**config.mk**
```make
export PLATFORM = sky130hd
export DESIGN_NAME = game_ctrl
export DESIGN_NICKNAME = d
export VERILOG_FILES = /design/src/rtl/game_ctrl.sv
export SDC_FILE = /design/constraint.sdc
export NUM_CORES = 1
export LEC_CHECK = 0
export ABC_AREA = 1
export CAP_MARGIN = 20
export CORE_ASPECT_RATIO = 1.75
export CORE_MARGIN = 2
export CORE_UTILIZATION = 45
export DETAILED_ROUTE_END_ITERATION = 16
export DONT_BUFFER_PORTS = 1
export GPL_ROUTABILITY_DRIVEN = 0
export GPL_TIMING_DRIVEN = 0
export MAX_ROUTING_LAYER = met4
export PLACE_DENSITY = 0.58
export SYNTH_ARGS = -nofsm -noshare
export SYNTH_HDL_FRONTEND = slang
export SYNTH_SLANG_ARGS = --single-unit
```
**constraint.sdc**
```tcl
create_clock -name clk -period 1.3 [get_ports clk]
set_input_delay 0.065 -clock clk [delete_from_list [all_inputs] [get_ports clk]]
set_output_delay 0.065 -clock clk [all_outputs]
set_load 0.01 [all_outputs]
```
**src/rtl/game_ctrl.sv**
```systemverilog
// ============================================================================
// game_ctrl : match controller for a two-player paddle game (serve delay,
//             rally start/stop, scoring and winner detection).
// Rev 1.0
// ============================================================================
`default_nettype none

module game_ctrl #(
    parameter int WIN_SCORE   = 11,
    parameter int SERVE_DELAY = 50
) (
    input  logic       clk,
    input  logic       rst_n,
    input  logic       key_start,
    input  logic       frame_tick,
    input  logic       miss_l,
    input  logic       miss_r,
    output logic       start,
    output logic       Break,
    output logic       serve_side,
    output logic [3:0] score_l,
    output logic [3:0] score_r,
    output logic [1:0] winner,
    output logic [2:0] state_dbg
);

    typedef enum logic [2:0] {
        IDLE       = 3'd0,
        SERVE_WAIT = 3'd1,
        SERVE      = 3'd2,
        RALLY      = 3'd3,
        POINT      = 3'd4,
        GAME_OVER  = 3'd5
    } state_t;

    localparam logic [3:0] WIN_VAL   = 4'(WIN_SCORE);
    localparam logic [7:0] DELAY_VAL = 8'(SERVE_DELAY);

    state_t     state_q, state_d;
    logic [7:0] cnt_q, cnt_d;
    logic [3:0] score_l_q, score_l_d;
    logic [3:0] score_r_q, score_r_d;
    logic [1:0] winner_q, winner_d;
    logic       side_q, side_d;
    logic       key_q;
    logic       arm_q;
    logic       key_edge;
    logic       score_full;
    logic [7:0] cnt_inc;

    // arm_q stays low until key_start has been seen low after reset, so a
    // button held through reset release cannot start a game.
    assign key_edge   = key_start & ~key_q & arm_q;
    assign score_full = (score_l_q == WIN_VAL) || (score_r_q == WIN_VAL);
    assign cnt_inc    = cnt_q + 8'd1;

    always_ff @(posedge clk or negedge rst_n) begin
        if (!rst_n) begin
            state_q   <= IDLE;
            cnt_q     <= 8'd0;
            score_l_q <= 4'd0;
            score_r_q <= 4'd0;
            winner_q  <= 2'b00;
            side_q    <= 1'b0;
            key_q     <= 1'b0;
            arm_q     <= 1'b0;
        end else begin
            state_q   <= state_d;
            cnt_q     <= cnt_d;
            score_l_q <= score_l_d;
            score_r_q <= score_r_d;
            winner_q  <= winner_d;
            side_q    <= side_d;
            key_q     <= key_start;
            arm_q     <= arm_q | ~key_start;
        end
    end

    always_comb begin
        state_d   = state_q;
        cnt_d     = cnt_q;
        score_l_d = score_l_q;
        score_r_d = score_r_q;
        winner_d  = winner_q;
        side_d    = side_q;
        case (state_q)
            IDLE: begin
                if (key_edge) begin
                    score_l_d = 4'd0;
                    score_r_d = 4'd0;
                    winner_d  = 2'b00;
                    cnt_d     = 8'd0;
                    state_d   = SERVE_WAIT;
                end
            end
            SERVE_WAIT: begin
                if (frame_tick) begin
                    cnt_d = cnt_inc;
                    if (cnt_inc == DELAY_VAL) begin
                        state_d = SERVE;
                    end
                end
            end
            SERVE: begin
                state_d = RALLY;
            end
            RALLY: begin
                if (miss_l && !miss_r) begin
                    if (!score_full) begin
                        score_r_d = score_r_q + 4'd1;
                    end
                    side_d  = 1'b0;
                    state_d = POINT;
                end else if (miss_r && !miss_l) begin
                    if (!score_full) begin
                        score_l_d = score_l_q + 4'd1;
                    end
                    side_d  = 1'b1;
                    state_d = POINT;
                end else if (miss_l && miss_r) begin
                    state_d = POINT;
                end
            end
            POINT: begin
                if (score_l_q == WIN_VAL) begin
                    winner_d = 2'b01;
                    state_d  = GAME_OVER;
                end else if (score_r_q == WIN_VAL) begin
                    winner_d = 2'b10;
                    state_d  = GAME_OVER;
                end else begin
                    cnt_d   = 8'd0;
                    state_d = SERVE_WAIT;
                end
            end
            GAME_OVER: begin
                if (key_edge) begin
                    score_l_d = 4'd0;
                    score_r_d = 4'd0;
                    winner_d  = 2'b00;
                    side_d    = ~side_q;
                    cnt_d     = 8'd0;
                    state_d   = SERVE_WAIT;
                end
            end
            default: begin
                state_d = IDLE;
            end
        endcase
    end

    // Outputs come only from registers; undefined encodings decode as halted.
    assign start      = (state_q == SERVE);
    assign Break      = !((state_q == SERVE) || (state_q == RALLY));
    assign serve_side = side_q;
    assign score_l    = score_l_q;
    assign score_r    = score_r_q;
    assign winner     = winner_q;
    assign state_dbg  = state_q;

endmodule

`default_nettype wire
```
== Word level (Yosys, flattened, before mapping) ==
Index checks and enable logic that the tools add are counted.

* Add/sub/neg operators: 3
* Multiply operators: 0
* Div/mod/pow operators: 0
* $lt $le $gt $ge: 0
* Equal/unequal tests: 21
* Shifts and indexed selects: 0
* Multiplexer cells: 30
* Bitwise gates (word level): 6
* Reduce and logical (&&, ||, !) cells: 20

{| class="wikitable"
|+ Operators with widths
! kind !! count
|-
| $mux W8 || 4
|-
| $mux W3 || 8
|-
| $mux W4 || 6
|-
| $pmux W8 S3 || 1
|-
| $ne A2 B2 Y1 const B || 9
|-
| $pmux W4 S2 || 2
|-
| $pmux W3 S5 || 1
|-
| $reduce_and A5 Y1 || 2
|-
| $add A4 B1 Y4 const B || 2
|-
| $add A8 B1 Y8 const B || 1
|-
| $eq A4 B4 Y1 const B || 2
|-
| $eq A8 B6 Y1 const B || 1
|-
| $reduce_and A4 Y1 || 2
|-
| $eq A3 B2 Y1 const B || 2
|-
| $eq A3 B3 Y1 const B || 2
|-
| $mux W2 || 3
|-
| $ne A3 B3 Y1 const B || 2
|-
| $reduce_and A3 Y1 || 2
|-
| $reduce_bool A2 Y1 || 3
|-
| $ne A4 B4 Y1 const B || 1
|-
| $pmux W2 S2 || 1
|-
| $eq A3 B1 Y1 const B || 1
|-
| $logic_and A1 B1 Y1 || 3
|-
| $logic_not A1 Y1 || 3
|-
| other kinds (10) || 16
|}

* Bits in registers: 24
* Latch bits: 0
* RAM bits: 0
* Memory bits (read-only): 0
* Input port bits: 6
* Output and inout port bits: 16
* Word-level logic and storage cells: 88
* Memories kept: 0

== Longest topological paths before layout ==
* Depth after elaboration: 6
* Depth in mapped cells: 12
* Mapped depth without buffers: 12

== Least setup slack after synthesis ==
OpenSTA, ideal clock, no wires.

* Path kind: register to register
* Start point: reg score_l_q[0] (netlist: score_l[0])
* End point: reg score_r_q[3] (netlist: score_r[3])
* Library setup time: 121 ps
* Arrival: 1349 ps
* Data required time: 1179 ps
* Slack: -170 ps
* Stages on the path, launching flop included: 10
* Path buffers: 0
* Clock period less this slack: 1470 ps
* Cells stage by stage: dfrtp_1 ha_1 nand3_1 nand2_1 inv_1 nand3_2 nand2_1 nand2_1 o21ai_1 a21oi_1

* Longest elaborated chain between the ends: 4

{| class="wikitable"
|+ RTL lines
! element !! RTL line !! text
|-
| start: declaration || 41 || <nowiki>logic [3:0] score_l_q, score_l_d;</nowiki>
|-
| start signal: assignment || 70 || <nowiki>score_l_q <= score_l_d;</nowiki>
|-
| $eq A4 B4 Y1 || 54 || <nowiki>assign score_full = (score_l_q == WIN_VAL) || (score_r_q == WIN_VAL);</nowiki>
|-
| $logic_or A1 B1 Y1 || 54 ||
|-
| $ne A2 B2 Y1 (no source line) || n/a ||
|-
| $reduce_and A4 Y1 (no source line) || n/a ||
|-
| end signal: assignment || 71 || <nowiki>score_r_q <= score_r_d;</nowiki>
|-
| end: declaration || 42 || <nowiki>logic [3:0] score_r_q, score_r_d;</nowiki>
|}

No other way between the ends.
A chain may end at the register's enable or synchronous reset.

== Worst setup path in the final report ==
* Start point: reg state_q[0] (netlist: state_dbg[0])
* End point: reg score_l_q[3] (netlist: score_l[3])

* Longest elaborated chain between the ends: 4
* Elaborated cells on any way between the ends: 11
* Those cells by class: eq/ne (6); mux (1); reduce/logical (4)

{| class="wikitable"
|+ RTL lines
! element !! RTL line !! text
|-
| start: declaration || 39 || <nowiki>state_t state_q, state_d;</nowiki>
|-
| start signal: assignment || 68 || <nowiki>state_q <= state_d;</nowiki>
|-
| $eq A3 B3 Y1 or $logic_not A3 Y1 (tied branches) || 86 || <nowiki>case (state_q)</nowiki>
|-
| $reduce_or A2 Y1 (no source line) || n/a ||
|-
| $ne A2 B1 Y1 (no source line) or $reduce_bool A2 Y1 (tied branches) || n/a ||
|-
| $reduce_and A5 Y1 (no source line) || n/a ||
|}

Several ways; a longest one is shown, not always the timed one.

==> results.py <==
metrics = {
    "run_status": {
        "status": "complete, but fails checks",
        "violations": "negative setup slack",
    },
    "synth": {
        "async_reset_ff_share_pct": 100,
        "synth-compound-area-share_pct": 9.63,
        "yosysUniqueCellTypes": 31,
        "yosysWarnings": 0,
        "ys_seq_area_share_pct": 40.2,
        "yosysTopAreaCellShare_pct": 40.2,
        "syn_avg_cell_area_um2": 7.86,
        "postSynthCellCount": 190,
        "synthSimpleGateAreaFrac_pct": 32.7,
        "muxShareOfSynthArea_pct": 0.754,
        "synth_top_family_by_area": "simple AND/OR/NAND/NOR gates",
        "netlist_area_um2": 1490,
        "synth.area.top_cells": "dfrtp_1, nand2_1, inv_1",
        "ys_seq_elements": 24,
        "yosys.area_share.xor_xnor_pct": 1.76,
        "synth_area_leader_cell": "dfrtp_1",
        "synth_adder_area_share_pct": 5.86,
        "synth_nets": 203,
        "synth_edf_count": 0,
        "synth_ff_type": "dfrtp_1",
    },
    "finish": {
        "layout-drive-gt1-share_pct": 45.6,
        "diodes": 0,
        "final.fill_count": 281,
        "area_growth_pct": 43.8,
        "seq_area_um2": 607,
        "final_util_pct": 67.7,
        "final_common_cell": "nand2_1",
        "nNetsFinal": 231,
        "final_cell_mix": "nand2_1, inv_1, dfrtp_1",
        "multi_input_area_um2": 1060,
    },
    "hold_path": {
        "worst_hold_path_type": "input pin to register",
        "hold_depth": 3,
    },
    "die": {
        "die_w_um": 47.6,
        "initial_core_util_pct": 47.0,
        "die_area_um2": 3810,
        "design.core.area_um2": 3180,
        "die_h_um": 80.2,
        "placementRows": 27,
        "pin_count": 22,
    },
    "routing": {
        "first_iter_violations": 27,
        "drc": 0,
        "antenna_left": 0,
        "routedWlPerCell_um": 14.7,
        "via_per_inst": 5.27,
        "num_vias": 1371,
        "first_pass_iters": 4,
        "totalWireLength_um": 3820,
    },
    "clocking": {
        "clock-sinks": 24,
        "cts_buffers": 3,
        "clockBufferDepth": 2,
        "clk_latency_ns": 0.27,
        "path_clk_slew_ns": 0.08,
        "cts.root.buffer_cell": "clkbuf_8",
        "htreeDepth": 1,
        "cts_tree": "built",
    },
    "pwr": {
        "finalPower_uw": 3730,
        "leakage_uw": 0.000938,
        "ir_drop_v": 0.00106,
        "p_per_area_nw_per_um2": 1740,
    },
    "sta": {
        "rsz0062_at_grt": "true",
        "fin_crit_ns": 1.54,
        "worstMarginPinSlew_ns": 0.342,
        "timing.final.crit_share_pct": 119,
        "setup_viol": 22,
        "fin_tns_setup_ns": -3.46,
        "timing.hold.ws_ns": 0.0809,
        "slew_headroom_pct": 77.0,
        "maxSlewViolCount": 0,
        "layout_setup_ws_ns": -0.242,
        "fmax_ghz": 0.649,
        "hold_viol_final": 0,
        "skew_ns": 0.00378,
    },
    "grt": {
        "gr-usage-met2_pct": 40.3,
        "grt_first_pass_wirelength_um": 6040,
        "grt_pass1_vias": 1400,
        "track_usage_pct": 22.3,
        "use_met3_pct": 4.04,
        "busiest_layer": "met2",
        "grt_max_degree": 25,
        "grt-ovfl-total": 0,
        "antenna_found_initial": 0,
        "met1_usage_pct": 21.8,
    },
    "critical_path": {
        "path_delay_family": "simple AND/OR/NAND/NOR gates",
        "worstPathCellList": "buf_6 > nor2_4 > nand2_4 > nand2_4 > nand3_4 > nand2_4 > nand2_8 > o31ai_4",
        "crit_cells": 8,
        "cp-end-kind": "register",
        "reg2reg_depth": 8,
        "max_stage_delay_ns": 0.43,
        "crit_fanout": 6,
        "cp_common_cell": "nand2_4",
        "worstPathRequired_ns": 1.48,
        "path_class": "register to register",
        "start_kind": "register",
        "cp.arrival_ns": 1.72,
        "ff2ff_setup_slack_ns": -0.24,
        "crit_slowest_cell": "dfrtp_1",
        "worst-path-buf-inv": 1,
    },
    "placed_design": {
        "port_buffers": 0,
        "detailed_place_hpwl_um": 2470,
    },
    "job": {
        "cap_violations": 0,
    },
}
[layout make-up]
class | count | share of cell area (%)
timing repair buffer | 23 | 10.0
clock buffer | 4 | 2.56
sequential | 24 | 28.2
multi-input combinational | 133 | 49.4
buffer | 2 | 0.874
tap | 43 | 2.50
inverter | 31 | 6.35
[worst paths after layout]
path,start,endpoint
setup reg to reg,state_dbg[0],score_l[3]
hold / removal,frame_tick,cnt_q[0]
setup / recovery,state_dbg[0],score_l[3]
max in group asynchronous,rst_n,score_l[2]
min in group asynchronous,rst_n,cnt_q[7]
hold reg to reg,cnt_q[7],cnt_q[7]
[registers in the layout, indices dropped and copies added, names as in the netlist]
signal      cells
key_q           1
score_r         4
cnt_q           8
state_dbg       3
arm_q           1
serve_side      1
winner          2
score_l         4
[power by group]
part	internal, uW	switching (uW)	leakage, uW
registers	909	278	0.000308
clock network	271	239	0.0000288
logic	878	1160	0.000602
total	2060	1680	0.000938
[logic make-up (layout without fill, tap and decap cells)]
logic type | after synthesis | count (layout)
and+or+nand+nor | 97 | 97
buffers and inverters | 33 | 60
AOI/OAI and AO/OA | 25 | 25
DFF | 24 | 24
adders and majority gates | 7 | 7
xor gates and xnor gates | 3 | 3
muxes | 1 | 1
[metrics by stage]
| step | setup slack (ns) | instance area (um2) | cells |
|---|---|---|---|
| floorplan | -0.0566 | 1530 | 190 |
| global placement | -0.249 | 1590 | 233 |
| detailed placement | -0.271 | 1590 | 233 |
| CTS | -0.170 | 1900 | 252 |
| global route | -0.329 | 2150 | 260 |
| finish | -0.242 | 2150 | 260 |
[worst reg2reg max path, delay by kind of cell (launching register included)]
kind,cells,cell delay (ns)
and+or+nand+nor,6,0.68
DFF,1,0.43
AOI/OAI and AO/OA,1,0.19
buffers and inverters,1,0.16
[what timing repair did]
action	in CTS	in global routing
hold buffers	4	0
endpoints found under the hold margin	33	0
setup buffers	11	8
gates resized for setup	31	49
pin swaps	11	24
setup endpoints to repair	23	23
[cells in the mapped netlist (2+ instances only)]
library cell,n
o22ai_1,3
inv_2,4
nand2_2,6
o31ai_1,2
nand3_1,17
o21ai_0,6
nor2_1,8
nand4_1,5
nand2_4,2
inv_1,27
nand2_1,48
nor2_2,2
ha_1,7
xnor2_1,2
dfrtp_1,24
nand3_4,2
a21oi_1,6
nor3_1,2
nand3_2,2
o21ai_1,4
[per-layer routing]
metal  part of all wire, %  vias up
li1                      -      674
met1                    34      662
met2                    60       26
met3                   3.3        9
met4                   2.4        0
met5                     0        -
Power figures use the tool's default switching activity.
